## src/rtl/uart_echo_fifo_pkg.sv

```systemverilog
// rtl/uart_echo_fifo_pkg.sv - shared TX FSM encoding, ASCII constants and default depth.
// UART_ECHO_CRLF_EN adds the CRLF state to the TX FSM encoding.
package uart_echo_fifo_pkg;

    localparam int DEFAULT_DEPTH = 16;
    localparam int BYTE_W        = 8;

    localparam logic [7:0] ASCII_CR = 8'h0D;
    localparam logic [7:0] ASCII_LF = 8'h0A;

    typedef enum logic [1:0] {
        ST_IDLE      = 2'd0,
        ST_WAIT_DONE = 2'd1,
`ifdef UART_ECHO_CRLF_EN
        ST_RELEASE   = 2'd2,
        ST_CRLF      = 2'd3
`else
        ST_RELEASE   = 2'd2
`endif
    } tx_state_e;

endpackage

```

## src/rtl/uart_echo_fifo_if.sv

```systemverilog
// rtl/uart_echo_fifo_if.sv - receiver/transmitter handshake and FIFO status bundle.
interface uart_echo_fifo_if #(
    parameter int DEPTH  = 16,
    parameter int DATA_W = 8
);
    localparam int LVL_W = $clog2(DEPTH) + 1;

    logic [DATA_W-1:0] rx_byte;
    logic              rx_valid;
    logic [DATA_W-1:0] tx_byte;
    logic              tx_send;
    logic              tx_done;
    logic [LVL_W-1:0]  fifo_level;
    logic              fifo_empty;
    logic              fifo_full;
    logic              overflow;

    modport master (
        output rx_byte, rx_valid, tx_done,
        input  tx_byte, tx_send, fifo_level, fifo_empty, fifo_full, overflow
    );

    modport slave (
        input  rx_byte, rx_valid, tx_done,
        output tx_byte, tx_send, fifo_level, fifo_empty, fifo_full, overflow
    );

endinterface

```

## src/rtl/uart_sync_fifo.sv

```systemverilog
// rtl/uart_sync_fifo.sv - single-clock FIFO with level counter and sticky overflow.
module uart_sync_fifo #(
    parameter int DEPTH  = 16,
    parameter int DATA_W = 8,
    localparam int PTR_W = $clog2(DEPTH),
    localparam int LVL_W = PTR_W + 1
) (
    input  logic              clk,
    input  logic              rst,
    input  logic              push,
    input  logic [DATA_W-1:0] push_data,
    input  logic              pop,
    output logic [DATA_W-1:0] pop_data,
    output logic [LVL_W-1:0]  level,
    output logic              empty,
    output logic              full,
    output logic              overflow
);

    logic [DATA_W-1:0] mem [DEPTH];
    logic [PTR_W-1:0]  wr_ptr;
    logic [PTR_W-1:0]  rd_ptr;
    logic              pop_ok;
    logic              push_ok;

    assign empty    = (level == '0);
    assign full     = (level == LVL_W'(DEPTH));
    assign pop_data = mem[rd_ptr];
    assign pop_ok   = pop & ~empty;
    // A pop in the same cycle frees the slot, so a push into a full FIFO still lands.
    assign push_ok  = push & (~full | pop_ok);

    always_ff @(posedge clk or posedge rst) begin
        if (rst) begin
            for (int i = 0; i < DEPTH; i++) begin
                mem[i] <= '0;
            end
            wr_ptr   <= '0;
            rd_ptr   <= '0;
            level    <= '0;
            overflow <= 1'b0;
        end else begin
            if (push_ok) begin
                mem[wr_ptr] <= push_data;
                wr_ptr      <= wr_ptr + PTR_W'(1);
            end
            if (pop_ok) begin
                rd_ptr <= rd_ptr + PTR_W'(1);
            end
            case ({push_ok, pop_ok})
                2'b10:   level <= level + LVL_W'(1);
                2'b01:   level <= level - LVL_W'(1);
                default: level <= level;
            endcase
            if (push && !push_ok) begin
                overflow <= 1'b1;
            end
        end
    end

endmodule

```

## src/rtl/uart_echo_fifo.sv

```systemverilog
// rtl/uart_echo_fifo.sv - RX edge capture into a FIFO and one-byte-at-a-time TX handshake.
// UART_ECHO_CRLF_EN: a transmitted 0x0D is followed by an inserted 0x0A.
module uart_echo_fifo
    import uart_echo_fifo_pkg::*;
#(
    parameter int DEPTH  = DEFAULT_DEPTH,
    parameter int DATA_W = BYTE_W
) (
    input  logic           clk,
    input  logic           rst,
    uart_echo_fifo_if.slave bus
);

    logic              rx_valid_q;
    logic              push;
    logic              pop;
    logic [DATA_W-1:0] head;
    tx_state_e         state_q;
    tx_state_e         state_d;
    logic [DATA_W-1:0] tx_byte_q;
    logic [DATA_W-1:0] tx_byte_d;
    logic              tx_send_q;
    logic              tx_send_d;

    // rx_valid is a level that can stay high for a whole UART frame; push once per rise.
    assign push = bus.rx_valid & ~rx_valid_q;

    uart_sync_fifo #(
        .DEPTH  (DEPTH),
        .DATA_W (DATA_W)
    ) u_fifo (
        .clk       (clk),
        .rst       (rst),
        .push      (push),
        .push_data (bus.rx_byte),
        .pop       (pop),
        .pop_data  (head),
        .level     (bus.fifo_level),
        .empty     (bus.fifo_empty),
        .full      (bus.fifo_full),
        .overflow  (bus.overflow)
    );

    always_ff @(posedge clk or posedge rst) begin
        if (rst) begin
            rx_valid_q <= 1'b0;
            state_q    <= ST_IDLE;
            tx_byte_q  <= '0;
            tx_send_q  <= 1'b0;
        end else begin
            rx_valid_q <= bus.rx_valid;
            state_q    <= state_d;
            tx_byte_q  <= tx_byte_d;
            tx_send_q  <= tx_send_d;
        end
    end

    always_comb begin
        state_d   = state_q;
        tx_byte_d = tx_byte_q;
        tx_send_d = tx_send_q;
        pop       = 1'b0;
        case (state_q)
            ST_IDLE: begin
                if (!bus.fifo_empty) begin
                    pop       = 1'b1;
                    tx_byte_d = head;
                    tx_send_d = 1'b1;
                    state_d   = ST_WAIT_DONE;
                end
            end
            ST_WAIT_DONE: begin
                if (bus.tx_done) begin
                    tx_send_d = 1'b0;
                    state_d   = ST_RELEASE;
                end
            end
            ST_RELEASE: begin
                if (!bus.tx_done) begin
`ifdef UART_ECHO_CRLF_EN
                    state_d = (tx_byte_q == ASCII_CR) ? ST_CRLF : ST_IDLE;
`else
                    state_d = ST_IDLE;
`endif
                end
            end
`ifdef UART_ECHO_CRLF_EN
            ST_CRLF: begin
                tx_byte_d = ASCII_LF;
                tx_send_d = 1'b1;
                state_d   = ST_WAIT_DONE;
            end
`endif
            default: begin
                state_d   = ST_IDLE;
                tx_send_d = 1'b0;
            end
        endcase
    end

    assign bus.tx_byte = tx_byte_q;
    assign bus.tx_send = tx_send_q;

endmodule
```

## src/flat_wrapper.sv

```systemverilog
// flat-port wrapper written by rule: the top's interface ports become plain ports
module uart_echo_fifo_flat import uart_echo_fifo_pkg::*;
#(
    parameter int DEPTH  = DEFAULT_DEPTH,
    parameter int DATA_W = BYTE_W
)
  (clk, rst, bus_rx_byte, bus_rx_valid, bus_tx_done, bus_tx_byte, bus_tx_send, bus_fifo_level, bus_fifo_empty, bus_fifo_full, bus_overflow);
  uart_echo_fifo_if #(.DEPTH(DEPTH), .DATA_W(DATA_W)) bus_i ();
  input  logic clk;
  input  logic rst;
  input wire logic [$bits(bus_i.rx_byte)-1:0] bus_rx_byte;
  input wire logic [$bits(bus_i.rx_valid)-1:0] bus_rx_valid;
  input wire logic [$bits(bus_i.tx_done)-1:0] bus_tx_done;
  output wire logic [$bits(bus_i.tx_byte)-1:0] bus_tx_byte;
  output wire logic [$bits(bus_i.tx_send)-1:0] bus_tx_send;
  output wire logic [$bits(bus_i.fifo_level)-1:0] bus_fifo_level;
  output wire logic [$bits(bus_i.fifo_empty)-1:0] bus_fifo_empty;
  output wire logic [$bits(bus_i.fifo_full)-1:0] bus_fifo_full;
  output wire logic [$bits(bus_i.overflow)-1:0] bus_overflow;
  assign bus_i.rx_byte = bus_rx_byte;
  assign bus_i.rx_valid = bus_rx_valid;
  assign bus_i.tx_done = bus_tx_done;
  assign bus_tx_byte = bus_i.tx_byte;
  assign bus_tx_send = bus_i.tx_send;
  assign bus_fifo_level = bus_i.fifo_level;
  assign bus_fifo_empty = bus_i.fifo_empty;
  assign bus_fifo_full = bus_i.fifo_full;
  assign bus_overflow = bus_i.overflow;
  uart_echo_fifo #(.DEPTH(DEPTH), .DATA_W(DATA_W)) u_core (.clk(clk), .rst(rst), .bus(bus_i));
endmodule
```

## config.mk

```make
export PLATFORM = sky130hd
export DESIGN_NAME = uart_echo_fifo_flat
export DESIGN_NICKNAME = d
export VERILOG_FILES = /design/src/rtl/uart_echo_fifo_pkg.sv /design/src/rtl/uart_echo_fifo_if.sv /design/src/rtl/uart_sync_fifo.sv /design/src/rtl/uart_echo_fifo.sv /design/src/flat_wrapper.sv
export SDC_FILE = /design/constraint.sdc
export NUM_CORES = 1
export LEC_CHECK = 0
export BUFFER_PORTS_ARGS = -buffer_cell sky130_fd_sc_hd__buf_2
export CORE_MARGIN = 3
export CORE_UTILIZATION = 50
export CTS_CLUSTER_SIZE = 30
export DETAILED_ROUTE_END_ITERATION = 12
export PLACE_DENSITY = 0.72
export REMOVE_ABC_BUFFERS = 1
export SYNTH_ARGS = -nofsm -noshare
export SYNTH_HDL_FRONTEND = slang
export SYNTH_SLANG_ARGS = --single-unit
```

## constraint.sdc

```tcl
create_clock -name clk -period 5.05 [get_ports clk]
set_input_delay 0.505 -clock clk [delete_from_list [all_inputs] [get_ports clk]]
set_output_delay 0.505 -clock clk [all_outputs]
set_load 0.02 [all_outputs]
```

### Word-level counts from Yosys, hierarchy flattened

Index checks and enable logic that the tools add are counted.

* add/subtract/negate cells: 4
* $lt $le $gt $ge: 3
* equal/unequal tests: 8
* muxes and demuxes: 16
* bitwise logic cells: 10
* reductions and logical operators: 9

Operators with widths (number)
* $bwmux W128: 1
* $bmux W8 S4: 1
* $demux W8 S4: 1
* $mux W8: 3
* $ge A5 B5 Y1 const B: 2
* $not A4 Y5: 2
* $pmux W5 S2: 1
* $add A4 B1 Y4 const B: 2
* $mux W2: 3
* $ne A2 B2 Y1 const B: 3
* $pmux W2 S3: 1
* $reduce_and A3 Y1: 2
* $add A5 B1 Y5 const B: 1
* $eq A5 B5 Y1 const B: 1
* $logic_not A5 Y1: 1
* $lt A5 B1 Y1 const B: 1
* $sub A5 B1 Y5 const B: 1
* $eq A2 B1 Y1 const B: 2
* $eq A2 B2 Y1 const B: 2
* $mux W1: 4
* $not A1 Y1: 4
* $and A1 B1 Y1: 3
* $pmux W1 S3: 1
* $logic_and A1 B1 Y1: 2
* other kinds (5): 5

* flip-flop bits (word level): 154
* input port bits: 12
* output and inout bits: 17
* logic and storage cells: 74

### Logic depth before layout (Yosys ltp)

* word-level depth: 8
* gate-level depth with buffers: 13
* mapped depth without buffers: 10

### Modules after synthesis

From an unflattened synthesis, not the netlist that was laid out.

* cells, all modules: 464
* area total of the unflattened synthesis: 7384.6 sq um

Modules (own cells, without submodules)
* uart_sync_fifo: instances 1, cells each 435, area each 6925.4 sq um, seq. area each 3553.4 sq um
* uart_echo_fifo: instances 1, cells each 29, area each 459.2 sq um, seq. area each 300.3 sq um

### Least setup slack after synthesis

Ideal clock, no wire load.

* path kind: reg2reg
* start: register u_core.u_fifo.level[1]
* end: register u_core.u_fifo.level[4]
* setup time: 123 ps
* arrival: 2745 ps
* data required time: 4927 ps
* slack: 2181 ps
* stages on the path, launching flop included: 13
* buffers on the path: 2
* clock period less this slack: 2869 ps
* cells stage by stage: dfrtp_1 > buf_6 > or4_4 > o21ai_1 > inv_1 > ha_1 > clkbuf_1 > xor2_1 > ha_1 > o211a_1 > o31ai_1 > a31oi_1 > xnor2_1

* longest elaborated chain between the ends: 8
* elaborated cells between the ends (all ways): 15
* those cells by class: add/sub: 2; eq/ne: 3; mux: 3; bitwise: 5; reduce/logical: 2

Ends and longest elaborated chain
* start: declaration: line uart_sync_fifo.sv:14 `output logic [LVL_W-1:0] level,`
* start signal: assignment: line uart_sync_fifo.sv:51 `2'b10: level <= level + LVL_W'(1);`
* start signal: assignment: line uart_sync_fifo.sv:52 `2'b01: level <= level - LVL_W'(1);`
* start signal: assignment: line uart_sync_fifo.sv:53 `default: level <= level;`
* $logic_not A5 Y1 *: line uart_sync_fifo.sv:26 `assign empty = (level == '0);`
* $mux W1 *: line uart_echo_fifo.sv:65 `if (!bus.fifo_empty) begin`
* $mux W1 *: line uart_echo_fifo.sv:63 `case (state_q)`
* net u_core.pop: line uart_echo_fifo.sv:16 `logic pop;`
* $and A1 B1 Y1 *: line uart_sync_fifo.sv:29 `assign pop_ok = pop & ~empty;`
* $or A1 B1 Y1: line uart_sync_fifo.sv:31 `assign push_ok = push & (~full | pop_ok);`
* $and A1 B1 Y1: line uart_sync_fifo.sv:31
* $eq A2 B1 Y1 or $eq A2 B2 Y1 (tied branches): line uart_sync_fifo.sv:50 `case ({push_ok, pop_ok})`
* $pmux W5 S2 or $reduce_bool A2 Y1 (tied branches)

The timed path passes the listed nets; every way through them passes the cells marked *.
A chain may end at the register's enable or synchronous reset.

### Final worst setup path

Same ends and word-level chain as after synthesis.

==> qor.csv <==
metric,value,unit
ys_top_cells_by_area,"sky130_fd_sc_hd__dfrtp_1 50%, sky130_fd_sc_hd__mux2_4 22%, sky130_fd_sc_hd__mux4_2 9.4%",
detailedPlacementHpwl,9350,µm
drt_first_iter_violations,354,
wl,15400,µm
clk_latency,0.43,ns
avgSynthCellArea,15.9,µm²
finalHoldViolations,0,
drt_drc_violations_left,0,
n_antenna_cell,0,
gp_routability_congestion,0.792,
synth.most_common_cell,sky130_fd_sc_hd__dfrtp_1,
synth_common_cells,"154 x sky130_fd_sc_hd__dfrtp_1, 112 x sky130_fd_sc_hd__mux2_4, 32 x sky130_fd_sc_hd__mux4_2",
ffs_latches_synth,154,
ctsResizeCount,0,
fillers,1116,
cts_buffers,17,
share_of_the_yosys_chip_area_belonging_to_registers,50.0,%
worst-r2r-setup-slack,1.36,ns
yosysUniqueCellTypes,40,
grt_remaining_overflow,0,
synth_warnings,0,
die_area,16900,µm²
min-delay-path-class,primary input to flop,
fin_total_pwr,0.00552,W
die_height,130,µm
power.leakage,3.90,nW
rsz0062_at_grt,false,
post_cts_hold_buffers,0,
clk_pin_slew_worst_paths,0.07,ns
timing_max_transition_violations_final,0,
clk_root_buffer_cell,sky130_fd_sc_hd__clkbuf_16,
timing.max_slew.rel_slack,30.7,%
final.setup.tns,0,ns
peak_vdd_ir,415,µV
arrival,4.01,ns
cell_area_after_technology_mapping,7700,µm²
cts.repair_timing.setup_buffer_count,0,
drv.max_cap_violation_count,0,
setup.worst_path.class,flop to flop,
syn_to_final_growth,9.99,%
cts_max_level,4,
timing.critical_path.from_type,flop,
grt_util_all_layers,20.0,%
slew_worst_pin,1.04,ns
critical_path.max_fanout,11,
run_status,finished clean,
floorplan.io_pins,29,
floorplan.initialDensity,52.0,%
synth_flop_cell,sky130_fd_sc_hd__dfrtp_1,
drive_above_1_share,46.5,%
drt_first_pass_iters,4,
clock_tree_from_tritoncts,yes,
wire_length_per_cell_after_detailed_routing,22.2,µm
fmax,271,MHz
vias,4034,
synth.top_cell.area_share,50.0,%
min_cycle_time_layout,3.69,ns
clock_path_buffers,2,
port_buffers,28,
timing.critical_path.to_type,flop,
std_cell_rows,44,
grt_max_degree,117,
die_width,130,µm
netlist_instances,485,
finish_stage_setup_viols,0,
route.detailed.vias_per_inst,5.84,
synth-edff-count,0,
final_antenna_net_count,0,
finalNetCount,515,
ys_async_rst_share,100,%
core,14800,µm²
timing.hold.ws,0.198,ns
tritoncts_num_sinks,154,
number_of_global_route_vias_before_repair,4396,
post-synth-top-area-cell,sky130_fd_sc_hd__dfrtp_1,
fin_worst_skew,0.0101,ns
global_route_wire_length_before_repair,25400,µm
post-route-period-util,73.1,%
antenna_found_initial,0,
cp_data_required_time,5.37,ns
power.density_cell_area,651,nW/µm²
placed cells by master (no fill, tap or decap), types with 2 or more instances in the layout:
master and count:
sky130_fd_sc_hd__dfrtp_1 154, sky130_fd_sc_hd__mux2_4 112, sky130_fd_sc_hd__mux4_2 32, sky130_fd_sc_hd__buf_2 28, sky130_fd_sc_hd__nand2_1 17, sky130_fd_sc_hd__mux2_2 17
sky130_fd_sc_hd__clkbuf_16 17, sky130_fd_sc_hd__mux2i_1 16, sky130_fd_sc_hd__and3_1 10, sky130_fd_sc_hd__ha_1 9, sky130_fd_sc_hd__nor2_1 8, sky130_fd_sc_hd__o221ai_1 8
sky130_fd_sc_hd__xnor2_1 8, sky130_fd_sc_hd__inv_1 7, sky130_fd_sc_hd__and3_4 6, sky130_fd_sc_hd__clkbuf_8 6, sky130_fd_sc_hd__o21ai_0 5, sky130_fd_sc_hd__a21oi_1 4
sky130_fd_sc_hd__xor2_1 4, sky130_fd_sc_hd__bufinv_16 4, sky130_fd_sc_hd__buf_4 4, sky130_fd_sc_hd__nand2b_1 3, sky130_fd_sc_hd__and2_1 2, sky130_fd_sc_hd__and2b_1 2
sky130_fd_sc_hd__inv_6 2, sky130_fd_sc_hd__nand4_1 2, sky130_fd_sc_hd__clkinvlp_4 2
area by class of cell:
type	count	area, µm²	area share [%]
inverter	8	35.0	0.413
clock inverter	9	158	1.86
sequential	154	3850	45.5
clock buffer	23	508	6.00
tap	184	230	2.72
multi-input combinational	281	3520	41.5
timing repair buffer	32	170	2.01
worst max-delay path: stages (launching register included):
cell and delay [ns]:
sky130_fd_sc_hd__dfrtp_1 0.50, sky130_fd_sc_hd__or4_4 0.60, sky130_fd_sc_hd__o21ai_1 0.68, sky130_fd_sc_hd__inv_1 0.30, sky130_fd_sc_hd__ha_1 0.40, sky130_fd_sc_hd__xor2_1 0.19, sky130_fd_sc_hd__ha_1 0.24, sky130_fd_sc_hd__o211a_1 0.23
sky130_fd_sc_hd__o31ai_1 0.22, sky130_fd_sc_hd__a31oi_1 0.08, sky130_fd_sc_hd__xnor2_1 0.14
through the flow:
stage          utilization [%]  setup slack (ns)  std cells  cell area, µm²
4_1_cts                   57.2              1.37        691            8470
6_report                  57.2              1.36        691            8470
5_1_grt                   57.2              1.10        691            8470
3_5_place_dp              52.7              1.40        659            7810
2_1_floorplan                -             0.395        443            7400
3_3_place_gp              52.7              1.54        659            7810
per-layer routing:
layer / vias to the layer above / track usage, % / wire length (µm) / part of all wire [%]
met2: 64 / 30.5 / 7280 / 47
met3: 20 / 4.50 / 394 / 2.6
met5: - / 0 / 0 / 0
met4: 0 / 6.36 / 280 / 1.8
li1: 1778 / - / - / -
met1: 2172 / 28.7 / 7400 / 48
path summary, 6_finish.rpt:
kind                                     endpoint  depth (start not counted)                   start
min reg2reg                u_core.u_fifo.overflow                          2  u_core.u_fifo.overflow
max                        u_core.u_fifo.level[4]                         10  u_core.u_fifo.level[1]
max in group asynchronous   u_core.u_fifo.mem[88]                          3                     rst
min in group asynchronous   u_core.u_fifo.mem[56]                          2                     rst
min                             u_core.rx_valid_q                          1            bus_rx_valid
max reg2reg                u_core.u_fifo.level[4]                         10  u_core.u_fifo.level[1]
kinds of logic (layout without fill, tap and decap cells):
logic type	count (synthesis)	in the layout	share of synthesized area (%)
buffers and inverters	50	72	4.30
XOR/XNOR	12	12	1.36
flip-flops	154	154	50.0
adder cells (fa/ha/maj)	9	9	1.46
AND/OR/NAND/NOR	57	57	4.53
multiplexers	177	177	35.7
AO/OA/AOI/OAI	26	26	2.57
state kept, by name (all words and copies together) (netlist names):
signal	flops
u_core.u_fifo.overflow	1
u_core.u_fifo.mem	128
u_core.u_fifo.level	5
u_core.state_q	2
u_core.bus.tx_byte	8
u_core.u_fifo.wr_ptr	4
u_core.bus.tx_send	1
u_core.rx_valid_q	1
u_core.u_fifo.rd_ptr	4
power breakdown:
group          switching, W  internal (W)  leakage, nW
logic              0.000828       0.00116         1.60
registers          0.000368       0.00174         1.97
clock network      0.000506      0.000908        0.322
total               0.00170       0.00381         3.90
(Power assumes the default switching activity.)
